## src/rtl/wb_host_master_if.sv

```systemverilog
// Host command/response and Wishbone B3 master signal bundle for wb_host_master.
// The master modport is the block's view; the slave modport is the view of whatever surrounds it.
interface wb_host_master_if #(
  parameter int AW        = 32,
  parameter int DW        = 32,
  parameter int MAX_BURST = 8
);
  localparam int SW = DW / 8;
  localparam int LW = $clog2(MAX_BURST) + 1;

  // Host command: accepted on a rising edge where cmd_valid && cmd_ready.
  logic          cmd_valid;
  logic          cmd_ready;
  logic          cmd_we;
  logic [AW-1:0] cmd_addr;
  logic [DW-1:0] cmd_wdata;
  logic [SW-1:0] cmd_sel;
  logic [LW-1:0] cmd_len;

  logic          rsp_valid;
  logic [DW-1:0] rsp_rdata;
  logic          rsp_last;
  logic          rsp_err;

  logic          wb_cyc_o;
  logic          wb_stb_o;
  logic          wb_we_o;
  logic [AW-1:0] wb_addr_o;
  logic [DW-1:0] wb_dat_o;
  logic [SW-1:0] wb_sel_o;
  logic [2:0]    wb_cti_o;
  logic [DW-1:0] wb_dat_i;
  logic          wb_ack_i;

  modport master (
    input  cmd_valid, cmd_we, cmd_addr, cmd_wdata, cmd_sel, cmd_len,
    input  wb_dat_i, wb_ack_i,
    output cmd_ready, rsp_valid, rsp_rdata, rsp_last, rsp_err,
    output wb_cyc_o, wb_stb_o, wb_we_o, wb_addr_o, wb_dat_o, wb_sel_o, wb_cti_o
  );

  modport slave (
    output cmd_valid, cmd_we, cmd_addr, cmd_wdata, cmd_sel, cmd_len,
    output wb_dat_i, wb_ack_i,
    input  cmd_ready, rsp_valid, rsp_rdata, rsp_last, rsp_err,
    input  wb_cyc_o, wb_stb_o, wb_we_o, wb_addr_o, wb_dat_o, wb_sel_o, wb_cti_o
  );
endinterface

```

## src/rtl/wb_host_master.sv

```systemverilog
// Wishbone B3 master: host commands become classic single beats or incrementing read bursts.
// Define WB_MASTER_TIMEOUT_EN to add the no-ACK watchdog that aborts a stalled cycle with rsp_err.
module wb_host_master #(
  parameter int AW          = 32,
  parameter int DW          = 32,
  parameter int MAX_BURST   = 8,
  parameter int TIMEOUT_CYC = 1024
) (
  input  logic              wb_clk_i,
  input  logic              wb_rst_i,
  wb_host_master_if.master  bus,
  output logic [1:0]        o_dbg_state
);
  localparam int SW = DW / 8;
  localparam int LW = $clog2(MAX_BURST) + 1;

  typedef enum logic [1:0] {
    ST_IDLE = 2'd0,
    ST_BUS  = 2'd1,
    ST_RESP = 2'd2
  } state_t;

  state_t        r_state;
  state_t        w_next_state;

  logic          r_we;
  logic [AW-1:0] r_addr;
  logic [DW-1:0] r_wdata;
  logic [SW-1:0] r_sel;
  logic [LW-1:0] r_remain;
  logic          r_burst;
  logic          r_rsp_valid;
  logic [DW-1:0] r_rsp_rdata;
  logic          r_rsp_last;

  logic          w_cmd_ready;
  logic          w_accept;
  logic          w_cyc;
  logic          w_ack;
  logic          w_final;
  logic          w_timeout;
  logic [LW-1:0] w_len_eff;
  logic [2:0]    w_cti;

  assign w_cmd_ready = (r_state == ST_IDLE) && !wb_rst_i;
  assign w_accept    = bus.cmd_valid && w_cmd_ready;
  assign w_cyc       = (r_state == ST_BUS);
  assign w_ack       = w_cyc && bus.wb_ack_i;
  assign w_final     = w_ack && (r_remain == LW'(1));

  // Writes are always single-beat; reads clamp to 1..MAX_BURST.
  always_comb begin
    w_len_eff = bus.cmd_len;
    if (bus.cmd_we || (bus.cmd_len == '0)) begin
      w_len_eff = LW'(1);
    end else if (bus.cmd_len > LW'(MAX_BURST)) begin
      w_len_eff = LW'(MAX_BURST);
    end
  end

  always_ff @(posedge wb_clk_i or posedge wb_rst_i) begin
    if (wb_rst_i) begin
      r_state <= ST_IDLE;
    end else begin
      r_state <= w_next_state;
    end
  end

  always_comb begin
    w_next_state = r_state;
    case (r_state)
      ST_IDLE: if (w_accept) w_next_state = ST_BUS;
      ST_BUS:  if (w_final || w_timeout) w_next_state = ST_RESP;
      ST_RESP: w_next_state = ST_IDLE;
      default: w_next_state = ST_IDLE;
    endcase
  end

  always_ff @(posedge wb_clk_i or posedge wb_rst_i) begin
    if (wb_rst_i) begin
      r_we        <= 1'b0;
      r_addr      <= '0;
      r_wdata     <= '0;
      r_sel       <= '0;
      r_remain    <= '0;
      r_burst     <= 1'b0;
      r_rsp_valid <= 1'b0;
      r_rsp_rdata <= '0;
      r_rsp_last  <= 1'b0;
    end else begin
      r_rsp_valid <= 1'b0;
      r_rsp_rdata <= '0;
      r_rsp_last  <= 1'b0;
      if (w_accept) begin
        r_we     <= bus.cmd_we;
        r_addr   <= bus.cmd_addr;
        r_wdata  <= bus.cmd_wdata;
        r_sel    <= bus.cmd_sel;
        r_remain <= w_len_eff;
        r_burst  <= (w_len_eff != LW'(1));
      end
      if (w_ack) begin
        r_rsp_valid <= 1'b1;
        r_rsp_rdata <= r_we ? '0 : bus.wb_dat_i;
        r_rsp_last  <= (r_remain == LW'(1));
        r_addr      <= r_addr + AW'(SW);
        r_remain    <= r_remain - LW'(1);
      end
      // Abort: a single error response closes the command, remaining beats dropped.
      if (w_timeout) begin
        r_rsp_valid <= 1'b1;
        r_rsp_last  <= 1'b1;
        r_remain    <= '0;
      end
    end
  end

`ifdef WB_MASTER_TIMEOUT_EN
  localparam int TW = $clog2(TIMEOUT_CYC + 1);

  logic [TW-1:0] r_to_cnt;
  logic          r_rsp_err;

  always_ff @(posedge wb_clk_i or posedge wb_rst_i) begin
    if (wb_rst_i) begin
      r_to_cnt <= '0;
    end else if (!w_cyc || bus.wb_ack_i) begin
      r_to_cnt <= '0;
    end else begin
      r_to_cnt <= r_to_cnt + TW'(1);
    end
  end

  assign w_timeout = w_cyc && !bus.wb_ack_i && (r_to_cnt == TW'(TIMEOUT_CYC - 1));

  always_ff @(posedge wb_clk_i or posedge wb_rst_i) begin
    if (wb_rst_i) begin
      r_rsp_err <= 1'b0;
    end else begin
      r_rsp_err <= w_timeout;
    end
  end

  assign bus.rsp_err = r_rsp_err;
`else
  // Never true; keeps TIMEOUT_CYC referenced when the watchdog is absent.
  assign w_timeout   = (TIMEOUT_CYC < 0);
  assign bus.rsp_err = 1'b0;
`endif

  always_comb begin
    w_cti = 3'b000;
    if (w_cyc && r_burst) begin
      w_cti = (r_remain == LW'(1)) ? 3'b111 : 3'b010;
    end
  end

  assign bus.cmd_ready = w_cmd_ready;
  assign bus.rsp_valid = r_rsp_valid;
  assign bus.rsp_rdata = r_rsp_rdata;
  assign bus.rsp_last  = r_rsp_last;

  // Bus outputs are qualified by cyc so they read 0 whenever no cycle is open.
  assign bus.wb_cyc_o  = w_cyc;
  assign bus.wb_stb_o  = w_cyc;
  assign bus.wb_we_o   = w_cyc && r_we;
  assign bus.wb_addr_o = w_cyc ? r_addr : '0;
  assign bus.wb_dat_o  = (w_cyc && r_we) ? r_wdata : '0;
  assign bus.wb_sel_o  = w_cyc ? r_sel : '0;
  assign bus.wb_cti_o  = w_cti;

  assign o_dbg_state = r_state;
endmodule
```

## src/flat_wrapper.sv

```systemverilog
// flat-port wrapper written by rule: the top's interface ports become plain ports
module wb_host_master_flat 
#(
  parameter int AW          = 32,
  parameter int DW          = 32,
  parameter int MAX_BURST   = 8,
  parameter int TIMEOUT_CYC = 1024
)
  (wb_clk_i, wb_rst_i, o_dbg_state, bus_cmd_valid, bus_cmd_we, bus_cmd_addr, bus_cmd_wdata, bus_cmd_sel, bus_cmd_len, bus_wb_dat_i, bus_wb_ack_i, bus_cmd_ready, bus_rsp_valid, bus_rsp_rdata, bus_rsp_last, bus_rsp_err, bus_wb_cyc_o, bus_wb_stb_o, bus_wb_we_o, bus_wb_addr_o, bus_wb_dat_o, bus_wb_sel_o, bus_wb_cti_o);
  wb_host_master_if #(.AW(AW), .DW(DW), .MAX_BURST(MAX_BURST)) bus_i ();
  input  logic wb_clk_i;
  input  logic wb_rst_i;
  output logic [1:0] o_dbg_state;
  input wire logic [$bits(bus_i.cmd_valid)-1:0] bus_cmd_valid;
  input wire logic [$bits(bus_i.cmd_we)-1:0] bus_cmd_we;
  input wire logic [$bits(bus_i.cmd_addr)-1:0] bus_cmd_addr;
  input wire logic [$bits(bus_i.cmd_wdata)-1:0] bus_cmd_wdata;
  input wire logic [$bits(bus_i.cmd_sel)-1:0] bus_cmd_sel;
  input wire logic [$bits(bus_i.cmd_len)-1:0] bus_cmd_len;
  input wire logic [$bits(bus_i.wb_dat_i)-1:0] bus_wb_dat_i;
  input wire logic [$bits(bus_i.wb_ack_i)-1:0] bus_wb_ack_i;
  output wire logic [$bits(bus_i.cmd_ready)-1:0] bus_cmd_ready;
  output wire logic [$bits(bus_i.rsp_valid)-1:0] bus_rsp_valid;
  output wire logic [$bits(bus_i.rsp_rdata)-1:0] bus_rsp_rdata;
  output wire logic [$bits(bus_i.rsp_last)-1:0] bus_rsp_last;
  output wire logic [$bits(bus_i.rsp_err)-1:0] bus_rsp_err;
  output wire logic [$bits(bus_i.wb_cyc_o)-1:0] bus_wb_cyc_o;
  output wire logic [$bits(bus_i.wb_stb_o)-1:0] bus_wb_stb_o;
  output wire logic [$bits(bus_i.wb_we_o)-1:0] bus_wb_we_o;
  output wire logic [$bits(bus_i.wb_addr_o)-1:0] bus_wb_addr_o;
  output wire logic [$bits(bus_i.wb_dat_o)-1:0] bus_wb_dat_o;
  output wire logic [$bits(bus_i.wb_sel_o)-1:0] bus_wb_sel_o;
  output wire logic [$bits(bus_i.wb_cti_o)-1:0] bus_wb_cti_o;
  assign bus_i.cmd_valid = bus_cmd_valid;
  assign bus_i.cmd_we = bus_cmd_we;
  assign bus_i.cmd_addr = bus_cmd_addr;
  assign bus_i.cmd_wdata = bus_cmd_wdata;
  assign bus_i.cmd_sel = bus_cmd_sel;
  assign bus_i.cmd_len = bus_cmd_len;
  assign bus_i.wb_dat_i = bus_wb_dat_i;
  assign bus_i.wb_ack_i = bus_wb_ack_i;
  assign bus_cmd_ready = bus_i.cmd_ready;
  assign bus_rsp_valid = bus_i.rsp_valid;
  assign bus_rsp_rdata = bus_i.rsp_rdata;
  assign bus_rsp_last = bus_i.rsp_last;
  assign bus_rsp_err = bus_i.rsp_err;
  assign bus_wb_cyc_o = bus_i.wb_cyc_o;
  assign bus_wb_stb_o = bus_i.wb_stb_o;
  assign bus_wb_we_o = bus_i.wb_we_o;
  assign bus_wb_addr_o = bus_i.wb_addr_o;
  assign bus_wb_dat_o = bus_i.wb_dat_o;
  assign bus_wb_sel_o = bus_i.wb_sel_o;
  assign bus_wb_cti_o = bus_i.wb_cti_o;
  wb_host_master #(.AW(AW), .DW(DW), .MAX_BURST(MAX_BURST), .TIMEOUT_CYC(TIMEOUT_CYC)) u_core (.wb_clk_i(wb_clk_i), .wb_rst_i(wb_rst_i), .bus(bus_i), .o_dbg_state(o_dbg_state));
endmodule
```

## config.mk

```make
export PLATFORM = sky130hd
export DESIGN_NAME = wb_host_master_flat
export DESIGN_NICKNAME = d
export VERILOG_FILES = /design/src/rtl/wb_host_master_if.sv /design/src/rtl/wb_host_master.sv /design/src/flat_wrapper.sv
export SDC_FILE = /design/constraint.sdc
export NUM_CORES = 1
export LEC_CHECK = 0
export CELL_PAD_IN_SITES_DETAIL_PLACEMENT = 1
export CELL_PAD_IN_SITES_GLOBAL_PLACEMENT = 2
export CORE_UTILIZATION = 39
export CTS_CLUSTER_SIZE = 28
export DETAILED_ROUTE_END_ITERATION = 10
export DONT_BUFFER_PORTS = 1
export GPL_ROUTABILITY_DRIVEN = 0
export PLACE_DENSITY = 0.89
export SETUP_SLACK_MARGIN = 0.5
export SKIP_LAST_GASP = 1
export SLEW_MARGIN = 10
export SYNTH_ARGS = -nofsm -noshare
export SYNTH_HDL_FRONTEND = slang
export SYNTH_SLANG_ARGS = --single-unit
```

## constraint.sdc

```tcl
create_clock -name wb_clk_i -period 4.55 [get_ports wb_clk_i]
set_input_delay 0 -clock wb_clk_i [delete_from_list [all_inputs] [get_ports wb_clk_i]]
set_output_delay 0 -clock wb_clk_i [all_outputs]
set_load 0.02 [all_outputs]
```

Word level (Yosys, flattened, before mapping)
Index checks and enable logic that the tools add are counted.
{"block": "classes", "addsub": 2, "order_cmp": 1, "n_eq_ne": 5, "mux": 18, "n_reduce_logical": 12}
{"op": "32-bit 2-to-1 mux", "n": 6}
{"op": "32-bit by 3-bit adder with 32-bit output (second input constant)", "n": 1}
{"op": "4-bit 2-to-1 mux", "n": 5}
{"op": "1-bit logical AND", "n": 6}
{"op": "3-bit 2-to-1 mux", "n": 2}
{"op": "4-bit by 1-bit equality test with 1-bit output (second input constant)", "n": 1}
{"op": "4-bit greater-than comparator (second input constant)", "n": 1}
{"op": "4-bit logical NOT", "n": 1}
{"op": "2-bit 2-to-1 mux", "n": 2}
{"op": "4-bit by 1-bit inequality test with 1-bit output (second input constant)", "n": 1}
{"op": "2-bit one-hot mux with 2 select lines", "n": 1}
{"op": "4-bit by 1-bit subtractor with 4-bit output (second input constant)", "n": 1}
{"op": "2-bit by 1-bit equality test with 1-bit output (second input constant)", "n": 1}
{"op": "2-bit logical NOT", "n": 1}
{"op": "1-bit 2-to-1 mux", "n": 2}
{"op": "2-bit by 1-bit inequality test with 1-bit output (second input constant)", "n": 1}
{"op": "2-bit inequality test (second input constant)", "n": 1}
{"op": "2-bit AND reduction", "n": 1}
{"op": "2-bit nonzero test", "n": 1}
{"op": "1-bit logical NOT", "n": 1}
{"op": "1-bit logical OR", "n": 1}
{"block": "totals", "ff_bits": 110, "inputBits": 109, "out_inout_bits": 112, "elab_cells": 48}

Depth between registers and ports, before layout
Gate-level depths: netlist of run 1.
{"block": "logic_depth", "ltp_word": 5, "depth_mapped": 8}

Worst setup path after synthesis of run 1
OpenSTA, ideal clock, no wires.
{"block": "synth_timing", "kind": "register to register", "startpoint": "register u_core.r_state[0] (netlist: u_core.o_dbg_state[0])", "endpoint": "register u_core.r_addr[29]", "setup_time_ns": 0.132, "arrival_ns": 1.947, "slack_ns": 2.471, "stages_incl_launch_ff": 8, "period_less_slack_ns": 2.079, "cell_sequence": "dfrtp_1 nor3_1 and2_1 buf_2 nor2_1 clkbuf_8 a222oi_1 nand3_1"}
{"block": "synth_between", "elab_chain_len": 4}
{"element": "start: declaration", "line_no": "wb_host_master.sv:23", "source": "state_t r_state;"}
{"element": "start signal: assignment", "line_no": "wb_host_master.sv:65", "source": "r_state <= w_next_state;"}
{"element": "2-bit logical NOT", "line_no": "wb_host_master.sv:45", "source": "assign w_cmd_ready = (r_state == ST_IDLE) && !wb_rst_i;"}
{"element": "1-bit logical AND", "line_no": "wb_host_master.sv:45"}
{"element": "named net bus_cmd_ready", "line_no": "flat_wrapper.sv:22", "source": "output wire logic [$bits(bus_i.cmd_ready)-1:0] bus_cmd_ready;"}
{"element": "1-bit logical AND", "line_no": "wb_host_master.sv:46", "source": "assign w_accept = bus.cmd_valid && w_cmd_ready;"}
{"element": "2-bit nonzero test (no source line)"}
{"element": "end signal: assignment", "line_no": "wb_host_master.sv:96", "source": "r_addr <= bus.cmd_addr;"}
{"element": "end signal: assignment", "line_no": "wb_host_master.sv:106", "source": "r_addr <= r_addr + AW'(SW);"}
{"element": "end: declaration", "line_no": "wb_host_master.sv:27", "source": "logic [AW-1:0] r_addr;"}
The timed path passes the listed nets, and every way through them passes these cells.
A chain may end at the register's enable or synchronous reset.

Final worst setup path of run 1
{"block": "layout_timing", "startpoint": "register u_core.r_state[1] (netlist: u_core.o_dbg_state[1])", "endpoint": "register u_core.r_addr[7]"}
{"block": "layout_between", "elab_chain_len": 4}
{"element": "2-bit logical NOT", "line_no": "wb_host_master.sv:45"}
{"element": "1-bit logical AND", "line_no": "wb_host_master.sv:45"}
{"element": "1-bit logical AND", "line_no": "wb_host_master.sv:46"}
{"element": "2-bit nonzero test (no source line)"}
Several ways; a longest one is shown, not always the timed one.

==> impl_metrics.tcl, run 1 <==
set metrics [dict create \
    cts_tree "done" \
    drc 0 \
    synthTopCellsByCount "nand2_1, dfrtp_1, and2_1" \
    pin_count 221 \
    antenna_found_initial 1 \
    irDropWorstVdd_uv 261.0 \
    fill_cells 1494 \
    gr-usage-met1_pct 28.85 \
    synth_cell_type_count 53 \
    maxCapViolations 0 \
    synth.area.top_cells "dfrtp_1, nand2_1, and2_1" \
    avgSynthCellArea_um2 9.294 \
    crit_path_cell_trace "nand2b_1, inv_2, nand2_2, inv_2, nor2_1, o21ai_0, o311ai_0, dlygate4sd3_1" \
    finalCritPeriodShare_pct 74.48 \
    power_w 0.004226 \
    syn_area_um2 5298 \
    slowest_delay_ns 0.73 \
    die_area_um2 14050 \
    use_met2_pct 41.78 \
    p_sw_share_pct 44.21 \
    p_switching_w 0.001868 \
    netlist.top_cell.by_area "dfrtp_1" \
    grt-ovfl-total 0 \
    criticalPathCategory "flip-flop to flip-flop" \
    critPathMostFrequentCell "inv_2" \
    p_int_w 0.002357 \
    clock.fmax_ghz 0.2951 \
    power_frac_seq_pct 43.5 \
    synth_most_common_cell "nand2_1" \
    synth_top_area_share_pct 51.96 \
    endpoint "u_core.r_addr[7]" \
    grt_usage_pct 24.70 \
    gr-usage-met3_pct 7.046 \
    wl_um 16910 \
    clkTransAtPathRegs_ns 0.07 \
    synth_edf_count 0 \
    cp-start-kind "flip-flop" \
    worstPathArrival_ns 3.68 \
    hold_class "primary input to flip-flop" \
    final_util_pct 51.44 \
    status "finished, final reports clean" \
    min_period_ns 3.389 \
    synthArstFlopShare_pct 100.0 \
    nets 774 \
    cp.required_ns 4.84 \
    power.density_nw_per_um2 620.4 \
    drtAntennaViolNets 0 \
    busiest_layer "met2" \
    start_util_pct 40.00 \
    cpMaxStageDelayCell "nor2_1" \
    grt_start_max_net_pins 72 \
    skew_ns 0.008510 \
    rrSetupSlack_ns 1.16 \
    h-tree-depth 3 \
    io_buffers 0 \
    core_um2 13240 \
    final_layout_size_suffix_gt1_share_pct 6.006 \
    hold_ws_ns 0.02129 \
    crit-reg2reg-launch "u_core.o_dbg_state[1]" \
    worst_skew_pair.late_latency_ns 0.35 \
    hold_violations 0 \
    report.final.slew_viol_count 0 \
    area_delta_synth_final_pct 28.58 \
    cts_resized 0 \
    crit_start "u_core.o_dbg_state[1]" \
    grt_pass1_vias 5107 \
    clk_path_buf_depth 2 \
    clockPowerShare_pct 19.9 \
    firstDrtPassIters 4 \
    hpwl_um 10420 \
    worst_setup_path_end_kind "flip-flop" \
    maxSlewHeadroom_pct 34.27 \
    p_comb_share_pct 36.5 \
    reg2regPathDepth 8 \
    ys.flop_type "dfrtp_1" \
    rsz0062_at_grt "no" \
    r2r-end "u_core.r_addr[7]" \
    cp_max_fo 26 \
    num_rows 42 \
    die_width_um 118.6 \
    grt_pass1_wl_um 26960 \
    via_per_inst 5.478 \
    syn-num-nets 682 \
    worst_pin_slew_ns 0.9839 \
    wl_per_cell_um 20.06 \
    synth-seq-area-share_pct 51.96 \
    clkSinkCount 110 \
    ys_warn_count 0 \
    drtIter0Drc 278 \
    cts_made_buffers 9 \
    cts-root-buf "clkbuf_16" \
    dieHeight_um 118.6 \
    vias 4618 \
    postSynthCellCount 570 \
    setup_viol 0 \
    tns_ns 0 \
    ys_ff_latch 110 \
    cellLeakagePower_nw 3.240 \
]
[sequential cells by signal, indices dropped and copies added, names as in the netlist]
| register | count |
|---|---|
| u_core.bus.rsp_rdata | 32 |
| u_core.r_wdata | 32 |
| u_core.r_burst | 1 |
| u_core.o_dbg_state | 2 |
| u_core.r_remain | 4 |
| u_core.bus.rsp_last | 1 |
| u_core.r_we | 1 |
| u_core.bus.rsp_valid | 1 |
| u_core.r_sel | 4 |
| u_core.r_addr | 32 |
[how the worst min path moves through the flow]
stage,start,endpoint,slack [ns],depth (start not counted)
finish,bus_wb_ack_i,u_core.r_addr[21],0.02,3
floorplan,wb_rst_i,bus_cmd_ready,0.09,1
global placement,wb_rst_i,u_core.o_dbg_state[1],0.08,1
global route,bus_wb_ack_i,u_core.r_addr[21],0.03,3
detailed placement,wb_rst_i,u_core.o_dbg_state[1],0.08,1
CTS,bus_wb_ack_i,u_core.r_addr[8],0.01,2
[power by group through the flow]
stage / clock, W / sequential [W] / combinational [W]
2_1_floorplan: 0 / 0.00168 / 0.00125
6_report: 0.000843 / 0.00184 / 0.00154
3_5_place_dp: 0 / 0.00184 / 0.00143
5_1_grt: 0.000895 / 0.00189 / 0.00170
3_3_place_gp: 0 / 0.00181 / 0.00138
4_1_cts: 0.000858 / 0.00182 / 0.00154
[layout by cell type (no fill, tap or decap), drive strengths merged, types with 2 or more instances in the layout]
cell type | netlist | routed
nand2 | 153 | 153
dlygate4sd3 | 0 | 110
dfrtp | 110 | 110
and2 | 67 | 67
and3 | 42 | 42
nand3 | 21 | 21
nor2 | 19 | 19
o21ai | 16 | 16
o211ai | 11 | 11
clkbuf | 25 | 11
nor3 | 10 | 10
inv | 10 | 10
mux2i | 9 | 9
nand4 | 8 | 8
a21oi | 6 | 6
a221o | 6 | 6
buf | 10 | 6
nor4 | 6 | 6
o311ai | 5 | 5
or4 | 3 | 3
a21boi | 3 | 3
xor2 | 3 | 3
ha | 3 | 3
and4 | 3 | 3
nand2b | 2 | 2
a21o | 2 | 2
a22oi | 2 | 2
a32oi | 2 | 2
nor2b | 2 | 2
bufinv | 0 | 2
[cells by family (layout without fill, tap and decap cells)]
| group | count (synthesis) | after routing | synth area share, % |
|---|---|---|---|
| AO/OA/AOI/OAI | 60 | 60 | 8.077 |
| XOR/XNOR | 3 | 3 | 0.4961 |
| adder cells (fa/ha/maj) | 3 | 3 | 0.7086 |
| buffers and inverters | 45 | 141 | 3.850 |
| flip-flops | 110 | 110 | 51.96 |
| multiplexers | 9 | 9 | 1.701 |
| other | 1 | 2 | 0.07079 |
| AND/OR/NAND/NOR | 339 | 339 | 33.14 |
[worst max-delay path: cells and delay by family, from the launching register on]
| kind | cells | cell delay, ns |
|---|---|---|
| AND/OR/NAND/NOR | 3 | 1.51 |
| AO/OA/AOI/OAI | 2 | 0.34 |
| buffers and inverters | 3 | 0.95 |
| flip-flops | 1 | 0.50 |
[area by class of cell]
cell class	instances	area (um^2)	share of cell area, %
tap	176	220.2	3.233
inverter	10	40.04	0.5878
sequential	110	2753	40.41
multi-input combinational	415	2345	34.42
clock inverter	4	72.57	1.065
antenna	1	2.502	0.03674
clock buffer	11	232.7	3.417
timing repair buffer	116	1146	16.83
[routing by layer]
metal | vias up | part of all wire [%]
met1 | 2304 | 41
met3 | 32 | 6.9
met2 | 181 | 50
met4 | 0 | 2.5
li1 | 2101 | -
met5 | - | 0
[what timing repair did]
action / 4_1_cts / 5_1_grt
hold endpoints to repair: 167 / 0
hold buffers: 110 / 0
setup buffers: 0 / 0
[stage by stage]
| stage | setup slack [ns] | instances | area, um^2 |
|---|---|---|---|
| final | 1.161 | 843 | 6812 |
| after global routing | 0.9352 | 843 | 6812 |
| after CTS | 1.217 | 842 | 6809 |
| after detailed placement | 1.761 | 717 | 5403 |
| after global placement | 1.903 | 717 | 5403 |
| after floorplan | 1.648 | 570 | 5298 |
Note: power is estimated with default switching activity, not from simulation.
==> run 2: changes to the inputs <==
--- a/config.mk
+++ b/config.mk
@@ -7,12 +7,12 @@
 export LEC_CHECK = 0
 export CELL_PAD_IN_SITES_DETAIL_PLACEMENT = 1
 export CELL_PAD_IN_SITES_GLOBAL_PLACEMENT = 2
-export CORE_UTILIZATION = 39
+export CORE_UTILIZATION = 36
 export CTS_CLUSTER_SIZE = 28
 export DETAILED_ROUTE_END_ITERATION = 10
 export DONT_BUFFER_PORTS = 1
 export GPL_ROUTABILITY_DRIVEN = 0
-export PLACE_DENSITY = 0.89
+export PLACE_DENSITY = 0.84
 export SETUP_SLACK_MARGIN = 0.5
 export SKIP_LAST_GASP = 1
 export SLEW_MARGIN = 10
==> constraint.sdc (replaced) <==
create_clock -name wb_clk_i -period 3.28 [get_ports wb_clk_i]
set_input_delay 0 -clock wb_clk_i [delete_from_list [all_inputs] [get_ports wb_clk_i]]
set_output_delay 0 -clock wb_clk_i [all_outputs]
set_load 0.02 [all_outputs]
==> impl_metrics.tcl, run 2 (synthesis results as in run 1) <==
set metrics [dict create \
    wl_um 17090 \
    start_util_pct 37.58 \
    firstDrtPassIters 4 \
    via_per_inst 5.390 \
    power_frac_seq_pct 44.3 \
    p_switching_w 0.002615 \
    antenna_found_initial 0 \
    num_rows 43 \
    wl_per_cell_um 20.03 \
    grt_pass1_vias 5000 \
    multi_input_area_um2 2345 \
    maxCapViolations 0 \
    clkTransAtPathRegs_ns 0.07 \
    cellLeakagePower_nw 3.258 \
    pin_count 221 \
    power_w 0.005770 \
    clk_path_buf_depth 2 \
    final_util_pct 48.62 \
    p_comb_share_pct 37.4 \
    finalCritPeriodShare_pct 76.59 \
    status "finished, violations left" \
    post_cts_buffers 0 \
    rsz0062_at_grt "no" \
    antennaDiodeCount 0 \
    hold_ws_ns -0.009831 \
    grt-ovfl-total 0 \
    cts_tree "done" \
    final_layout_size_suffix_gt1_share_pct 7.281 \
    area_delta_synth_final_pct 29.36 \
    grt_pass1_wl_um 25940 \
    criticalPathCategory "flip-flop to output port" \
    tns_ns 0 \
    grt_usage_pct 22.55 \
    die_area_um2 15200 \
    irDropWorstVdd_uv 277.5 \
    most-common-layout-cells "nand2_1, dlygate4sd3_1, dfrtp_1" \
    die_width_um 123.3 \
    drtAntennaViolNets 0 \
    setup_viol 0 \
    drtIter0Drc 268 \
    hold_violations 1 \
    clkSinkCount 110 \
    worst_pin_slew_ns 0.9623 \
    p_sw_share_pct 45.33 \
    cp_max_fo 53 \
    worst_skew_pair.late_latency_ns 0.35 \
    clockPowerShare_pct 18.4 \
    fill_cells 1578 \
    cp-start-kind "flip-flop" \
    hold_class "primary input to flip-flop" \
    drc 0 \
    worstPathArrival_ns 2.51 \
    dieHeight_um 123.3 \
    grt_start_max_net_pins 54 \
    cts-root-buf "clkbuf_16" \
    clock.fmax_ghz 0.3981 \
    failed_checks "negative hold slack" \
    io_buffers 0 \
    nets 780 \
    core_um2 14100 \
    maxSlewHeadroom_pct 35.85 \
    power.density_nw_per_um2 841.9 \
    cts_made_buffers 9 \
    hpwl_um 10960 \
    final_common_cell "nand2_1" \
    h-tree-depth 3 \
    register_area_um2 2753 \
    cp.required_ns 3.28 \
    worst_setup_path_end_kind "output port" \
    skew_ns 0.006799 \
    min_period_ns 2.512 \
    vias 4598 \
    report.final.slew_viol_count 0 \
    p_int_w 0.003154 \
]
run 2: path summary, 6_finish.rpt:
| check | from | endpoint | depth (start not counted) | slack, ns |
|---|---|---|---|---|
| worst max-delay path | u_core.o_dbg_state[1] | bus_wb_cti_o[0] | 6 | 0.77 |
| worst min-delay path | bus_cmd_len[0] | u_core.r_remain[0] | 4 | -0.01 |
| worst max register to register | u_core.o_dbg_state[0] | u_core.r_remain[1] | 6 | 0.79 |
| worst min register to register | u_core.r_wdata[24] | u_core.r_wdata[24] | 2 | 0.47 |
| max in group asynchronous | wb_rst_i | u_core.bus.rsp_rdata[14] | 3 | 2.30 |
| min in group asynchronous | wb_rst_i | u_core.r_sel[1] | 2 | 0.25 |
run 2: critical path, stage by stage, from the launching register on:
cell	delay, ns
dfrtp_1	0.47
nand2b_1	0.36
inv_2	0.16
buf_4	0.41
and2_1	0.33
nor2b_1	0.19
buf_4	0.20
run 2: power by group through the flow:
stage	registers (W)	logic, W	clock network (W)
6_report	0.00255	0.00216	0.00106
2_1_floorplan	0.00233	0.00173	0
4_1_cts	0.00254	0.00215	0.00110
3_3_place_gp	0.00252	0.00194	0
5_1_grt	0.00263	0.00237	0.00114
3_5_place_dp	0.00255	0.00202	0
run 2: per-layer routing:
layer | up-vias | track usage (%) | part of all wire, %
met5 | - | 0 | 0
met4 | 0 | 7.605 | 1.7
met3 | 19 | 5.996 | 7.6
met2 | 176 | 39.11 | 50
met1 | 2285 | 26.94 | 41
li1 | 2118 | - | -
run 2: cell type report:
type,instances,area share (%)
clock buffers,10,3.487
clock inverters,6,0.6756
inverters,10,0.6025
multi-input cells,415,34.22
flip-flops and latches,110,40.17
well taps,180,3.286
repair buffers,122,17.56
run 2: timing repair:
| item | in CTS | in global routing |
|---|---|---|
| endpoints found under the hold margin | 136 | 0 |
| resized for setup | 0 | 0 |
| hold buffers | 110 | 0 |
run 2: stage by stage:
stage               hold WS, ns  area (um^2)  std cells  worst slack, ns
global placement        0.02575         5466        727            1.034
floorplan               0.09152         5301        570            1.201
detailed placement      0.03777         5466        727           0.9320
global route            0.01803         6853        853           0.6134
finish                -0.009831         6853        853           0.7680
CTS                    0.001906         6853        853           0.7612
==> run 3: changes to the inputs <==
==> constraint.sdc (replaced) <==
create_clock -name wb_clk_i -period 2.42 [get_ports wb_clk_i]
set_input_delay 0 -clock wb_clk_i [delete_from_list [all_inputs] [get_ports wb_clk_i]]
set_output_delay 0 -clock wb_clk_i [all_outputs]
set_load 0.02 [all_outputs]
==> impl_metrics.tcl, run 3 (synthesis results as in run 1) <==
set metrics [dict create \
    rsz0062_at_grt "yes" \
    clkSinkCount 110 \
    tns_ns 0 \
    final_layout_size_suffix_gt1_share_pct 12.43 \
    cp_max_fo 4 \
    wl_um 17670 \
    worst_setup_path_end_kind "flip-flop" \
    drc 0 \
    clock.fmax_ghz 0.5316 \
    antennaDiodeCount 0 \
    drtAntennaViolNets 0 \
    worst_skew_pair.late_latency_ns 0.34 \
    die_width_um 123.3 \
    cts_tree "done" \
    grt_pass1_vias 4908 \
    skew_ns 0.007480 \
    area_delta_synth_final_pct 35.43 \
    most-common-layout-cells "nand2_1, dlygate4sd3_1, dfrtp_1" \
    antenna_found_initial 0 \
    maxCapViolations 0 \
    cp-start-kind "flip-flop" \
    drtIter0Drc 267 \
    hold_start "bus_cmd_len[3]" \
    wl_per_cell_um 20.26 \
    h-tree-depth 3 \
    start_util_pct 37.58 \
    crit-reg2reg-launch "u_core.r_addr[11]" \
    criticalPathCategory "flip-flop to flip-flop" \
    clkTransAtPathRegs_ns 0.07 \
    cp.required_ns 2.70 \
    clk_path_buf_depth 2 \
    core_um2 14100 \
    vias 4721 \
    maxSlewHeadroom_pct 61.41 \
    hold_violations 0 \
    via_per_inst 5.414 \
    grt_pass1_wl_um 25970 \
    crit_start "u_core.r_addr[11]" \
    dieHeight_um 123.3 \
    fill_cells 1566 \
    power_w 0.008235 \
    io_buffers 0 \
    worstPathArrival_ns 2.16 \
    grt_start_max_net_pins 66 \
    final_util_pct 50.90 \
    power.density_nw_per_um2 1148 \
    report.final.slew_viol_count 0 \
    hpwl_um 11030 \
    cts_made_buffers 9 \
    status "finished, final reports clean" \
    grt-ovfl-total 0 \
    finalCritPeriodShare_pct 77.74 \
    grt_usage_pct 22.54 \
    irDropWorstVdd_uv 483.0 \
    final_common_cell "nand2_1" \
    nets 799 \
    setup_viol 0 \
    hold_class "primary input to flip-flop" \
    min_period_ns 1.881 \
    cts-root-buf "clkbuf_16" \
    firstDrtPassIters 4 \
    hold_ws_ns 0.009395 \
    pin_count 221 \
    cellLeakagePower_nw 3.449 \
    worst_pin_slew_ns 0.5788 \
    die_area_um2 15200 \
    num_rows 43 \
]
==> run 3: timing repair <==
item	in CTS	in global routing
hold buffers	107	0
endpoints found under the setup margin	13	20
resized for setup	13	19
gates cloned	0	2
hold endpoints to repair	129	0
setup buffers	0	16
pin swaps	2	7
==> run 3: critical path: stages, from the launching register on <==
cell     delay (ns)
dfrtp_1        0.41
nand4_1        0.23
buf_4          0.22
nor4_4         0.28
nand3_2        0.18
or4_1          0.42
nand3_1        0.10
==> run 3: final timing paths <==
path | depth (start not counted) | end | slack (ns)
min in group asynchronous | 2 | u_core.o_dbg_state[0] | 0.19
worst min register to register | 2 | u_core.r_wdata[1] | 0.47
max in group asynchronous | 3 | u_core.r_addr[19] | 1.51
worst max register to register | 6 | u_core.r_addr[24] | 0.54
worst min-delay path | 2 | u_core.r_remain[3] | 0.009
worst max-delay path | 6 | u_core.r_addr[24] | 0.54
==> run 3: stage by stage <==
step | area (um^2) | worst slack, ns | cells
finish | 7174 | 0.5388 | 872
global route | 7174 | 0.4291 | 872
CTS | 6923 | 0.4823 | 854
detailed placement | 5517 | 0.3360 | 731
global placement | 5517 | 0.4134 | 731
floorplan | 5309 | 0.5602 | 570
==> run 3: per-layer routing <==
metal	GRT usage (%)	vias to the layer above	wire, um
met3	5.489	33	1314
met1	27.62	2335	7150
met4	8.358	0	372
met5	0	-	0
met2	38.30	192	8831
li1	-	2161	-
==> run 3: power by group <==
part,internal [W],switching [W]
logic,0.00126,0.00217
clock network,0.000729,0.000681
registers,0.00257,0.000826
total,0.00456,0.00367
==> run 3: layout make-up <==
| cell class | instances | area [um^2] | share of cell area [%] |
|---|---|---|---|
| Tap cell | 180 | 225.2 | 3.139 |
| Clock buffer | 11 | 242.7 | 3.383 |
| Sequential cell | 110 | 2756 | 38.42 |
| Multi-Input combinational cell | 415 | 2442 | 34.04 |
| Clock inverter | 5 | 35.03 | 0.4883 |
| Timing Repair Buffer | 141 | 1419 | 19.78 |
| Inverter | 10 | 53.80 | 0.7499 |
